**config.mk**
```make
export PLATFORM = sky130hd
export DESIGN_NAME = reg_timer
export DESIGN_NICKNAME = d
export VERILOG_FILES = /design/src/rtl/core_v_mcu_pkg.sv /design/src/rtl/reg_timer.sv
export SDC_FILE = /design/constraint.sdc
export NUM_CORES = 1
export LEC_CHECK = 0
export ABC_AREA = 1
export CAP_MARGIN = 40
export CORE_MARGIN = 2
export CORE_UTILIZATION = 53
export CTS_BUF_LIST = sky130_fd_sc_hd__clkbuf_8
export CTS_CLUSTER_DIAMETER = 200
export CTS_CLUSTER_SIZE = 40
export DETAILED_ROUTE_END_ITERATION = 6
export DONT_BUFFER_PORTS = 1
export GPL_ROUTABILITY_DRIVEN = 0
export HOLD_SLACK_MARGIN = 0.02
export PLACE_DENSITY = 0.73
export SLEW_MARGIN = 15
export SYNTH_ARGS = -nofsm -noshare
export SYNTH_HDL_FRONTEND = slang
export SYNTH_SLANG_ARGS = --single-unit
export TNS_END_PERCENT = 50
```
**constraint.sdc**
```tcl
create_clock -name clk_i -period 2.17 [get_ports clk_i]
set_input_delay 0.217 -clock clk_i [delete_from_list [all_inputs] [get_ports clk_i]]
set_output_delay 0.217 -clock clk_i [all_outputs]
set_load 0.005 [all_outputs]
```
**src/rtl/core_v_mcu_pkg.sv**
```systemverilog
// Register-bus request/response types shared by core-v-mcu peripherals.
package core_v_mcu_pkg;

  typedef struct packed {
    logic [63:0] addr;
    logic        write;
    logic [31:0] wdata;
    logic [3:0]  wstrb;
    logic        valid;
  } reg_req_t;

  typedef struct packed {
    logic [31:0] rdata;
    logic        error;
    logic        ready;
  } reg_rsp_t;

endpackage

```
**src/rtl/reg_timer.sv**
```systemverilog
// reg_timer: 64-bit prescaled timer with compare/auto-reload, sticky
// pending flag and level interrupt, behind a zero-wait-state register bus.
//
// Handshake: a transfer happens in every cycle where req.valid is high;
// rsp.ready mirrors req.valid combinationally, and rdata/error belong to
// that same cycle. Writes commit on the rising edge closing the cycle.
module reg_timer #(
  parameter type reg_req_t = core_v_mcu_pkg::reg_req_t,
  parameter type reg_rsp_t = core_v_mcu_pkg::reg_rsp_t
) (
  input  logic     clk_i,
  input  logic     rst_ni,
  input  reg_req_t reg_req_i,
  output reg_rsp_t reg_rsp_o,
  output logic     irq_o,
  output logic     tick_o
);

  localparam logic [11:0] OFF_CTRL     = 12'h000;
  localparam logic [11:0] OFF_PRESCALE = 12'h004;
  localparam logic [11:0] OFF_COUNT_LO = 12'h008;
  localparam logic [11:0] OFF_COUNT_HI = 12'h00C;
  localparam logic [11:0] OFF_CMP_LO   = 12'h010;
  localparam logic [11:0] OFF_CMP_HI   = 12'h014;
  localparam logic [11:0] OFF_STATUS   = 12'h018;

  // ctrl_q: {IRQ_EN, AUTO_RELOAD, EN}
  logic [2:0]  ctrl_q;
  logic [15:0] prescale_q;
  logic [15:0] pcnt_q;
  logic [63:0] count_q;
  logic [63:0] count_d;
  logic [63:0] cmp_q;
  logic        pending_q;
  logic [31:0] shadow_hi_q;

  logic [11:0] offset;
  logic        mapped;
  logic        acc_err;
  logic        wr_ok;
  logic        rd_ok;
  logic [31:0] rdata_sel;
  logic        match;
  logic        any_strb;
  logic        wr_ctrl, wr_prescale, wr_cnt_lo, wr_cnt_hi;
  logic        wr_cmp_lo, wr_cmp_hi, wr_status;
  logic        disable_wr;
  logic        unused_addr;

  // Only the low 12 address bits select a register; the demux owns the rest.
  assign unused_addr = ^reg_req_i.addr[63:12];

  assign offset   = reg_req_i.addr[11:0];
  assign any_strb = |reg_req_i.wstrb;

  // Merge written byte lanes of wd over old.
  function automatic logic [31:0] merge_lanes(input logic [31:0] old,
                                              input logic [31:0] wd,
                                              input logic [3:0]  strb);
    logic [31:0] res;
    for (int i = 0; i < 4; i++) begin
      res[8*i +: 8] = strb[i] ? wd[8*i +: 8] : old[8*i +: 8];
    end
    return res;
  endfunction

  // Address decode and read-data selection.
  always_comb begin
    mapped    = 1'b1;
    rdata_sel = 32'd0;
    case (offset)
      OFF_CTRL:     rdata_sel = {29'd0, ctrl_q};
      OFF_PRESCALE: rdata_sel = {16'd0, prescale_q};
      OFF_COUNT_LO: rdata_sel = count_q[31:0];
      OFF_COUNT_HI: rdata_sel = shadow_hi_q;
      OFF_CMP_LO:   rdata_sel = cmp_q[31:0];
      OFF_CMP_HI:   rdata_sel = cmp_q[63:32];
      OFF_STATUS:   rdata_sel = {31'd0, pending_q};
      default:      mapped    = 1'b0;
    endcase
  end

  assign acc_err = reg_req_i.valid & (~mapped | (offset[1:0] != 2'b00));
  assign wr_ok   = reg_req_i.valid & ~acc_err & reg_req_i.write;
  assign rd_ok   = reg_req_i.valid & ~acc_err & ~reg_req_i.write;

  assign wr_ctrl     = wr_ok & (offset == OFF_CTRL);
  assign wr_prescale = wr_ok & (offset == OFF_PRESCALE);
  assign wr_cnt_lo   = wr_ok & (offset == OFF_COUNT_LO) & any_strb;
  assign wr_cnt_hi   = wr_ok & (offset == OFF_COUNT_HI) & any_strb;
  assign wr_cmp_lo   = wr_ok & (offset == OFF_CMP_LO);
  assign wr_cmp_hi   = wr_ok & (offset == OFF_CMP_HI);
  assign wr_status   = wr_ok & (offset == OFF_STATUS);

  // A CTRL write that clears EN while running resets the prescaler.
  assign disable_wr = wr_ctrl & reg_req_i.wstrb[0] & ~reg_req_i.wdata[0];

  assign tick_o = ctrl_q[0] & (pcnt_q == prescale_q);
  assign match  = (count_q == cmp_q);
  assign irq_o  = pending_q & ctrl_q[2];

  // Bus response: ready tracks valid, data/error only during a transfer.
  always_comb begin
    reg_rsp_o       = '0;
    reg_rsp_o.ready = reg_req_i.valid;
    if (reg_req_i.valid) begin
      reg_rsp_o.error = acc_err;
      reg_rsp_o.rdata = acc_err ? 32'd0 : rdata_sel;
    end
  end

  // Next count: software writes override the tick; untouched lanes keep
  // their pre-tick value.
  always_comb begin
    count_d = count_q;
    if (tick_o) begin
      count_d = (match && ctrl_q[1]) ? 64'd0 : count_q + 64'd1;
    end
    if (wr_cnt_lo) begin
      count_d = {count_q[63:32],
                 merge_lanes(count_q[31:0], reg_req_i.wdata, reg_req_i.wstrb)};
    end
    if (wr_cnt_hi) begin
      count_d = {merge_lanes(count_q[63:32], reg_req_i.wdata, reg_req_i.wstrb),
                 count_q[31:0]};
    end
  end

  // Configuration registers: CTRL, PRESCALE, CMP.
  always_ff @(posedge clk_i or negedge rst_ni) begin
    if (!rst_ni) begin
      ctrl_q     <= 3'd0;
      prescale_q <= 16'd0;
      cmp_q      <= 64'hFFFF_FFFF_FFFF_FFFF;
    end else begin
      if (wr_ctrl && reg_req_i.wstrb[0]) ctrl_q <= reg_req_i.wdata[2:0];
      if (wr_prescale && reg_req_i.wstrb[0]) prescale_q[7:0]  <= reg_req_i.wdata[7:0];
      if (wr_prescale && reg_req_i.wstrb[1]) prescale_q[15:8] <= reg_req_i.wdata[15:8];
      if (wr_cmp_lo) cmp_q[31:0]  <= merge_lanes(cmp_q[31:0], reg_req_i.wdata, reg_req_i.wstrb);
      if (wr_cmp_hi) cmp_q[63:32] <= merge_lanes(cmp_q[63:32], reg_req_i.wdata, reg_req_i.wstrb);
    end
  end

  // Prescaler and main counter; both frozen while EN is low.
  always_ff @(posedge clk_i or negedge rst_ni) begin
    if (!rst_ni) begin
      pcnt_q  <= 16'd0;
      count_q <= 64'd0;
    end else begin
      if (ctrl_q[0]) begin
        if (disable_wr || tick_o) pcnt_q <= 16'd0;
        else                      pcnt_q <= pcnt_q + 16'd1;
      end
      count_q <= count_d;
    end
  end

  // Sticky pending flag (W1C, set wins) and COUNT_HI read shadow.
  always_ff @(posedge clk_i or negedge rst_ni) begin
    if (!rst_ni) begin
      pending_q   <= 1'b0;
      shadow_hi_q <= 32'd0;
    end else begin
      if (tick_o && match) begin
        pending_q <= 1'b1;
      end else if (wr_status && reg_req_i.wstrb[0] && reg_req_i.wdata[0]) begin
        pending_q <= 1'b0;
      end
      if (rd_ok && (offset == OFF_COUNT_LO)) shadow_hi_q <= count_q[63:32];
    end
  end

endmodule

```
Word level (Yosys, flattened, before mapping)
Index checks and enable logic that the tools add are counted.
Word-level totals
  bits in registers: 196
  output and inout port bits: 36
  word-level logic and storage cells: 111
  input port bits: 104
Cells by class
  mux-type cells: 15
  bitwise operators: 23
  equality and inequality tests: 17
  reductions and logical operators: 32
  $add $sub $neg: 2
Operators with widths (number)
  $mux 64: 4
  $pmux 32 s7: 1
  $add 64x1->64 const B: 1
  $eq 64x64->1: 1
  $eq 12x5->1 const B: 3
  $mux 33: 1
  $mux 32: 1
  $mux 8: 4
  $eq 12x4->1 const B: 2
  $reduce_and 3->1: 8
  $and 1x1->1: 17
  $add 16x1->16 const B: 1
  $eq 16x16->1: 1
  $mux 16: 1
  $ne 2x2->1 const B: 8
  $reduce_and 2->1: 8
  $eq 12x3->1 const B: 1
  $logic_not 12->1: 1
  $logic_and 1x1->1: 8
  $reduce_bool 2->1: 4
  $reduce_or 7->1: 1
  $not 1->1: 5
  $reduce_or 4->1: 1
  $mux 1: 3
  other kinds (3): 3

Longest topological paths before layout
Gate-level depths: netlist (run 1).
  depth in word-level cells: 14
  mapped depth: 16
  gate-level depth less buffers: 15

Worst setup path after synthesis (run 1)
No wires, ideal clock.
  kind: reg2reg
  start: reg count_q[0]
  end: reg count_q[26]
  setup slack: 0.190 ns
  arrival time: 1.863 ns
  library setup time: 0.117 ns
  stages on the path, launching flop included: 13
  period minus slack after synthesis: 1.980 ns
  data required time: 2.053 ns
  cell sequence: dfrtp_1 > ha_1 > nand3_1 > inv_1 > nand2_1 > inv_1 > nand2_1 > nor3_1 > xor2_1 > nand3b_1 > o21ai_1 > nor2_1 > nor2_1
Between the ends
  cells in the longest elaborated chain, start to end: 5
  elaborated cells on any way between the ends: 6
  those cells by class: add/sub: 1; eq/ne: 1; mux: 3; reduce/logical: 1
RTL lines
  from (decl): line reg_timer.sv:31  | logic [63:0] count_q;
  from (signal assigned): line reg_timer.sv:154  | count_q <= count_d;
  branches (longest 2 deep; another with $add 64x1->64)
  $mux 64 (*): line reg_timer.sv:117  | count_d = (match && ctrl_q[1]) ? 64'd0 : count_q + 64'd1;
  $mux 64 (*): line reg_timer.sv:116  | if (tick_o) begin
  $mux 64 (*): line reg_timer.sv:119  | if (wr_cnt_lo) begin
Every way passes the cells marked *. The select of a mux whose other input is x is not followed.
A chain may end at the register's enable or synchronous reset.

Worst setup path after layout (run 1)
  start: reg count_q[18]
  end: reg count_q[29]
The elaborated chain is that of the path after synthesis.

==> results.ini, run 1 <==
[sta]
drv_slew=0
max_clock_freq_mhz=442
hold_slack_ns=-0.616
worst_slew_pin_slew_ns=0.567
rsz0062_at_grt=true
relSlewSlack_pct=61.9
setup_viol=48
period_minus_slack_ns=2.26
fin_worst_skew_ns=0.0220
hold_violations=196
worst_slack_ns=-0.0907
finalCritPeriodShare_pct=104

[pwr]
p_int_w=0.00483
combPwrFrac_pct=5.6
vdd_drop_max_v=0.000334
switchingPower_w=0.00191
clkPwrFrac_pct=39.5
p_per_area_nw_per_um2=406
p_sw_share_pct=28.3
p_leak_nw=7.94
total_power_w=0.00673
seqPwrFrac_pct=55.0

[grt]
grt_max_degree=197
grt_pass1_wl_um=75100
grt_overflow_total=0
antenna_found_initial=1
grt_pass1_vias=13900
track_usage_pct=36.1

[route]
initialDrtViolationCount=1908
routedWlPerCell_um=19.8
viasPerCell=5.94
ant_nets=0
drc_errors=26
drt_wl_total_um=50300
dr.pass1.iters=7
vias=15100

[die]
initial_utilization_pct=54.2
fp.dieH_um=165
ios=140
die_x_um=165
rows=58
coreArea_um2=25300
dieArea_um2=27100

[logic_synthesis]
synthCells=2008
ys_ff_latch=196
synth_edf_count=0
ys_warn_count=0
syn-cell-area_um2=13700
synthFlopType=dfrtp_1
synth_cell_types=49
postSynthAreaPerCell_um2=6.81
ys_seq_area_share_pct=36.4
ys_async_sr_fraction_pct=100
synth_fp_nets=2114

[setup_path]
critPathMaxStageDelay_ns=0.48
worstPathRequired_ns=2.58
cp-start-kind=register
reg2reg_slack_ns=-0.09
reg2reg_depth=12
worst-endpoint-arrival_ns=2.67
crit_path_top_delay_cell=dfrtp_1
end_kind=register
worstSetupPathType=reg -> reg
cp_cell_sequence=nand2_1 > nor3_2 > nand2_1 > nor2_1 > nand2_1 > xor2_1 > nand2_2 > nand2_1 > nand2_1 > nand2_1 > nand2_1 > inv_1
rr_endpoint=count_q[29]
crit_top_cell=nand2_1
r2r-start=count_q[18]
worstPathMaxFanout=4

[placed_design]
dp_hpwl_um=36000
port_buffers=0
placed_area_um2=15200
dp_cells=2448

[layout]
final_cells=2540
drive_gt1_share_pct=21.8
fin_nets=2302
stdcell_area_um2=16600
syn_to_final_growth_pct=21.4

[cts]
clock-root-buffer=clkbuf_8
clock_latency_ns=0.51
numCtsBuffers=17
clkTransAtPathRegs_ns=0.12
cts_tree=done
clock_path_buffers=2
htreeDepth=4
cts_sinks=196

[run_status]
violations=design-rule violations, negative hold slack, negative setup slack
outcome=finished, violations left

[min_path]
hold_class=in -> async

[flow_run]
max_cap_violations=0

[sequential cells by signal (all words and copies together), names as in the netlist]
register	flops
cmp_q	64
count_q	64
ctrl_q	3
pcnt_q	16
prescale_q	16
shadow_hi_q	32
pending_q	1
[Yosys cell counts, types with 2 or more instances]
library cell	count	area share, %
a211oi_1	6	0.33
a21oi_1	37	1.4
a21oi_2	2	0.13
a221oi_1	7	0.45
a31oi_1	14	0.64
a32o_1	10	0.73
a41oi_1	2	0.13
buf_1	4	0.11
buf_2	20	0.73
buf_4	7	0.38
buf_6	9	0.74
clkbuf_1	36	0.99
dfrtp_1	132	24
dfstp_2	64	12
ha_1	2	0.18
inv_1	190	5.2
inv_2	8	0.22
nand2_1	670	18
nand2_2	9	0.41
nand3_1	81	3.0
nand3_2	3	0.22
nand3_4	2	0.26
nand3b_1	7	0.38
nand4_1	69	3.2
nand4_2	2	0.18
nor2_1	253	6.9
nor2_2	8	0.37
nor2_4	13	1.1
nor3_1	48	1.8
nor3b_1	2	0.11
o21ai_0	38	1.4
o21ai_1	87	3.2
o21ai_2	32	2.0
o22ai_1	16	0.73
or2_2	3	0.14
xnor2_1	3	0.19
xor2_1	100	6.4
[power groups by stage]
stage / combinational [W] / clock [W] / sequential (W)
2_1_floorplan: 0.000175 / 0 / 0.00376
3_3_place_gp: 0.000260 / 0 / 0.00376
3_5_place_dp: 0.000268 / 0 / 0.00377
4_1_cts: 0.000348 / 0.00267 / 0.00370
5_1_grt: 0.000402 / 0.00282 / 0.00370
6_report: 0.000375 / 0.00266 / 0.00370
[worst max-delay path: cells and delay by family (launching register included)]
| family | cells | cell delay (ns) |
|---|---|---|
| xor gates and xnor gates | 1 | 0.21 |
| buffers and inverters | 1 | 0.03 |
| DFF | 1 | 0.48 |
| and+or+nand+nor | 10 | 1.45 |
[kinds of logic (layout without fill, tap and decap cells)]
family,count (synthesis),in the layout,synth area share [%]
AO/OA/AOI/OAI,255,255,11.5
buffers and inverters,274,475,8.39
XOR/XNOR,103,103,6.59
AND/OR/NAND/NOR,1178,1178,36.9
other,0,1,0
adder cells (fa/ha/maj),2,2,0.183
flip-flops,196,196,36.4
[repair_timing]
| item | CTS | global route |
|---|---|---|
| gates cloned | 0 | 4 |
| setup endpoints to repair | 63 | 69 |
| gates resized for setup | 12 | 103 |
| pin swaps | 3 | 35 |
| hold buffers | 35 | 1 |
| buffers inserted | 2 | 17 |
| endpoints found under the hold margin | 337 | 197 |
[routing by layer]
layer,GRT usage [%],wire (um)
met1,50.1,19600
met2,54.3,21600
met3,9.87,6820
met4,13.1,2250
met5,0,0
[per-stage QoR]
stage                     setup WS (ns)  setup TNS [ns]  hold slack [ns]  utilization [%]
final                           -0.0907           -2.14           -0.616             65.7
after global routing             -0.162           -8.08           -0.636             65.7
after CTS                       -0.0421         -0.0421           -0.622             63.6
after detailed placement        -0.0519          -0.513          -0.0674             60.3
after global placement          -0.0259         -0.0924          -0.0662             60.3
after floorplan                   0.190               0          -0.0786                -
[layout by cell type (no fill, tap or decap), drive strengths merged, types with 3 or more instances in the layout]
master         n
dlygate4sd3   36
clkbuf        20
a32o          10
o22ai         16
inv          204
nand2        681
o21ai        157
or2            3
xor2         100
a211oi         6
buf          206
nor2         274
dfrtp        132
xnor2          3
a221oi         7
nand3b         7
nor3          49
a31oi         14
dfstp         64
a21oi         39
clkinv         6
nand3         86
nand4         71
[how the worst max path moves through the flow]
stage                   start           to  depth (start not counted)
2_1_floorplan      count_q[0]  count_q[26]                         12
3_3_place_gp        cmp_q[22]  count_q[30]                         16
3_5_place_dp        cmp_q[22]  count_q[12]                         16
4_1_cts        prescale_q[13]       tick_o                         10
5_1_grt             cmp_q[22]  count_q[42]                         14
6_report          count_q[18]  count_q[29]                         12
[area by class of cell]
cell class	instances	area [um^2]
Inverter	198	746
Tap cell	330	413
Multi-Input combinational cell	1538	7880
Clock inverter	15	208
Fill cell	2220	8650
Sequential cell	196	4990
Timing Repair Buffer	245	2130
Antenna cell	1	2.50
Clock buffer	17	234
No activity file was read; power rests on OpenSTA's default activity.
==> run 2, diff against run 1 <==
- ABC_AREA: 1 -> unset
==> run 2 against run 1 <==
The flow still finishes with violations (design-rule violations, negative hold slack, negative setup slack); cell count is 25% lower; critical path depth decreased by 2; flip-flop and latch count is the same; sequential power about the same; worst setup slack worse by 0.29 ns; hold slack gained 0.015 ns; non-clock buffer count up 179; first-iteration DRC count is 20% higher; register-to-register slack got worse by 0.29 ns; power fell by 5.2%; largest power group unchanged.
==> results.ini, run 2 <==
[run_status]
outcome=finished, violations left
violations=design-rule violations, negative hold slack, negative setup slack

[die]
rows=55
fp.dieH_um=156
die_x_um=156
dieArea_um2=24400
coreArea_um2=22700
initial_utilization_pct=54.0
ios=140

[pwr]
p_leak_nw=7.38
seqPwrFrac_pct=57.4
p_int_w=0.00479
clkPwrFrac_pct=40.0
switchingPower_w=0.00159
vdd_drop_max_v=0.000347
p_sw_share_pct=24.9
total_power_w=0.00639
p_per_area_nw_per_um2=381
combPwrFrac_pct=2.6

[route]
routedWlPerCell_um=25.7
drt_wl_total_um=49000
drc_errors=13
ant_nets=0
dr.pass1.iters=7
viasPerCell=6.87
initialDrtViolationCount=2289
vias=13100

[cts]
ctsHoldBuffers=37
cts_tree=done
clock_latency_ns=0.51
cts_sinks=196
clkTransAtPathRegs_ns=0.11
clock-root-buffer=clkbuf_8
htreeDepth=4
numCtsBuffers=17
clock_path_buffers=2

[grt]
antenna_found_initial=0
grt_pass1_wl_um=72600
grt_overflow_total=0
track_usage_pct=39.2
grt_pass1_vias=12800
grt_max_degree=197

[setup_path]
worstPathMaxFanout=6
cp-start-kind=register
critPathMaxStageDelay_ns=0.57
worstPathRequired_ns=2.56
worst-endpoint-arrival_ns=2.94
cp_cell_sequence=xor2_1 > nor4_2 > buf_4 > nand4_1 > nor4_4 > buf_4 > and2_4 > buf_6 > o2bb2ai_1 > a221o_1
rr_endpoint=count_q[57]
crit_path_top_delay_cell=dfstp_2
end_kind=register
reg2reg_depth=10
r2r-start=cmp_q[56]
cp_num_buf_inv=3
reg2reg_slack_ns=-0.38
crit_top_cell=buf_4
worstSetupPathType=reg -> reg
cp_top_family=simple AND/OR/NAND/NOR gates

[logic_synthesis]
synthCells=1282
synth_cell_types=80
postSynthAreaPerCell_um2=9.57
synth_fp_nets=1388
synth_edf_count=0
synthFlopType=dfrtp_1
ys_seq_area_share_pct=40.6
syn-cell-area_um2=12300
yosys.cell_count.top_type=dfrtp_1
yosysTopAreaCell=dfrtp_1
ys_warn_count=0
ys_async_sr_fraction_pct=100
yosys.area.top_type_share_pct=26.9
synth_top_cells_by_count=dfrtp_1, nand2_1, mux2_2, nand3_1, xor2_1
yosys-top-cells-area=dfrtp_1, dfstp_2, mux2_2
ys_ff_latch=196

[sta]
rsz0062_at_grt=true
worst_slack_ns=-0.381
hold_violations=196
fin_worst_skew_ns=0.0210
worst_slew_pin_slew_ns=0.733
max_clock_freq_mhz=392
period_minus_slack_ns=2.55
hold_slack_ns=-0.600
relSlewSlack_pct=51.1
finalCritPeriodShare_pct=118
setup_viol=67
drv_slew=0

[placed_design]
placed_area_um2=15100
dp_hpwl_um=33800
port_buffers=0

[layout]
reg.largest.list=cmp_q x64, count_q x64, shadow_hi_q x32
num_antenna_cells=0
drive_gt1_share_pct=44.8
final_common_cell=buf_4
stdcell_area_um2=16800
fin_nets=1717
syn_to_final_growth_pct=36.6
mostFrequentLayoutCells=buf_4, dfrtp_1, nand2_1

[flow_run]
max_cap_violations=0

[min_path]
hold_class=in -> async

-- run 2: cell types whose count changed in the layout (fill, tap and decap cells not counted), sizes merged, moves of 30 or more --
cell	before	now
a22oi	0	30
and3	1	45
nor2	274	52
nand2	681	129
nand4	71	35
buf	206	386
nor4	2	37
o21ai	157	32
inv	204	20
mux2	0	117
a222oi	0	30
-- run 2: metal layers --
metal	vias to the layer above	track usage, %	wire length (um)
met5	-	0	0
met2	1047	61.0	22000
met3	293	11.4	6160
met1	6351	49.6	17400
met4	0	20.8	3390
li1	5432	-	-
-- run 2: worst register-to-register path: stages, from the launching register on --
cell	delay, ns
dfstp_2	0.57
xor2_1	0.08
nor4_2	0.31
buf_4	0.17
nand4_1	0.15
nor4_4	0.30
buf_4	0.18
and2_4	0.17
buf_6	0.14
o2bb2ai_1	0.08
a221o_1	0.27
-- run 2: how the worst max path moves through the flow --
stage                            from           to  cells past startpoint
after floorplan           count_q[38]  count_q[61]                      8
after global placement      cmp_q[29]  count_q[26]                      8
after detailed placement    cmp_q[29]  count_q[24]                      8
after CTS                    cmp_q[8]  count_q[57]                      8
after global routing      count_q[17]  count_q[57]                     11
final                       cmp_q[56]  count_q[57]                     10
-- run 2: power by group through the flow --
stage	sequential, W	clock (W)	combinational (W)
after floorplan	0.00373	0	0.0000529
after detailed placement	0.00373	0	0.0000588
after global placement	0.00373	0	0.0000568
final	0.00367	0.00255	0.000167
after global routing	0.00367	0.00270	0.000173
after CTS	0.00367	0.00254	0.000155
-- run 2: layout make-up --
cell class	instances	area, um^2
clock buffer	17	234
clock inverter	15	169
fill	1494	5950
inverter	13	48.8
multi-input combinational	959	7350
sequential	196	4990
tap	285	357
timing repair buffer	424	3610
-- run 2: timing repair --
action | in CTS | in global routing
gates resized for setup | 61 | 91
pin swaps | 29 | 40
hold endpoints to repair | 340 | 196
setup endpoints to repair | 70 | 105
buffers inserted | 10 | 11
cloned | 1 | 1
-- run 2: through the flow --
stage / utilization [%] / TNS [ns] / cells / worst slack (ns)
3_3_place_gp: 66.3 / -31.18 / 1817 / -0.607
5_1_grt: 73.8 / -23.75 / 1909 / -0.483
3_5_place_dp: 66.3 / -35.49 / 1817 / -0.647
2_1_floorplan: - / -1.07 / 1282 / -0.122
4_1_cts: 71.4 / -15.19 / 1897 / -0.350
6_report: 73.8 / -16.74 / 1909 / -0.381
-- run 2: cell families (layout without fill, tap and decap cells) --
group,Yosys count,count (layout),synth area share [%]
xor gates and xnor gates,93,93,6.88
muxes,122,122,11.1
and+or+nand+nor,495,495,21.7
buffers and inverters,127,469,4.79
AOI/OAI and AO/OA,247,247,14.7
adders and majority gates,2,2,0.204
DFF,196,196,40.6
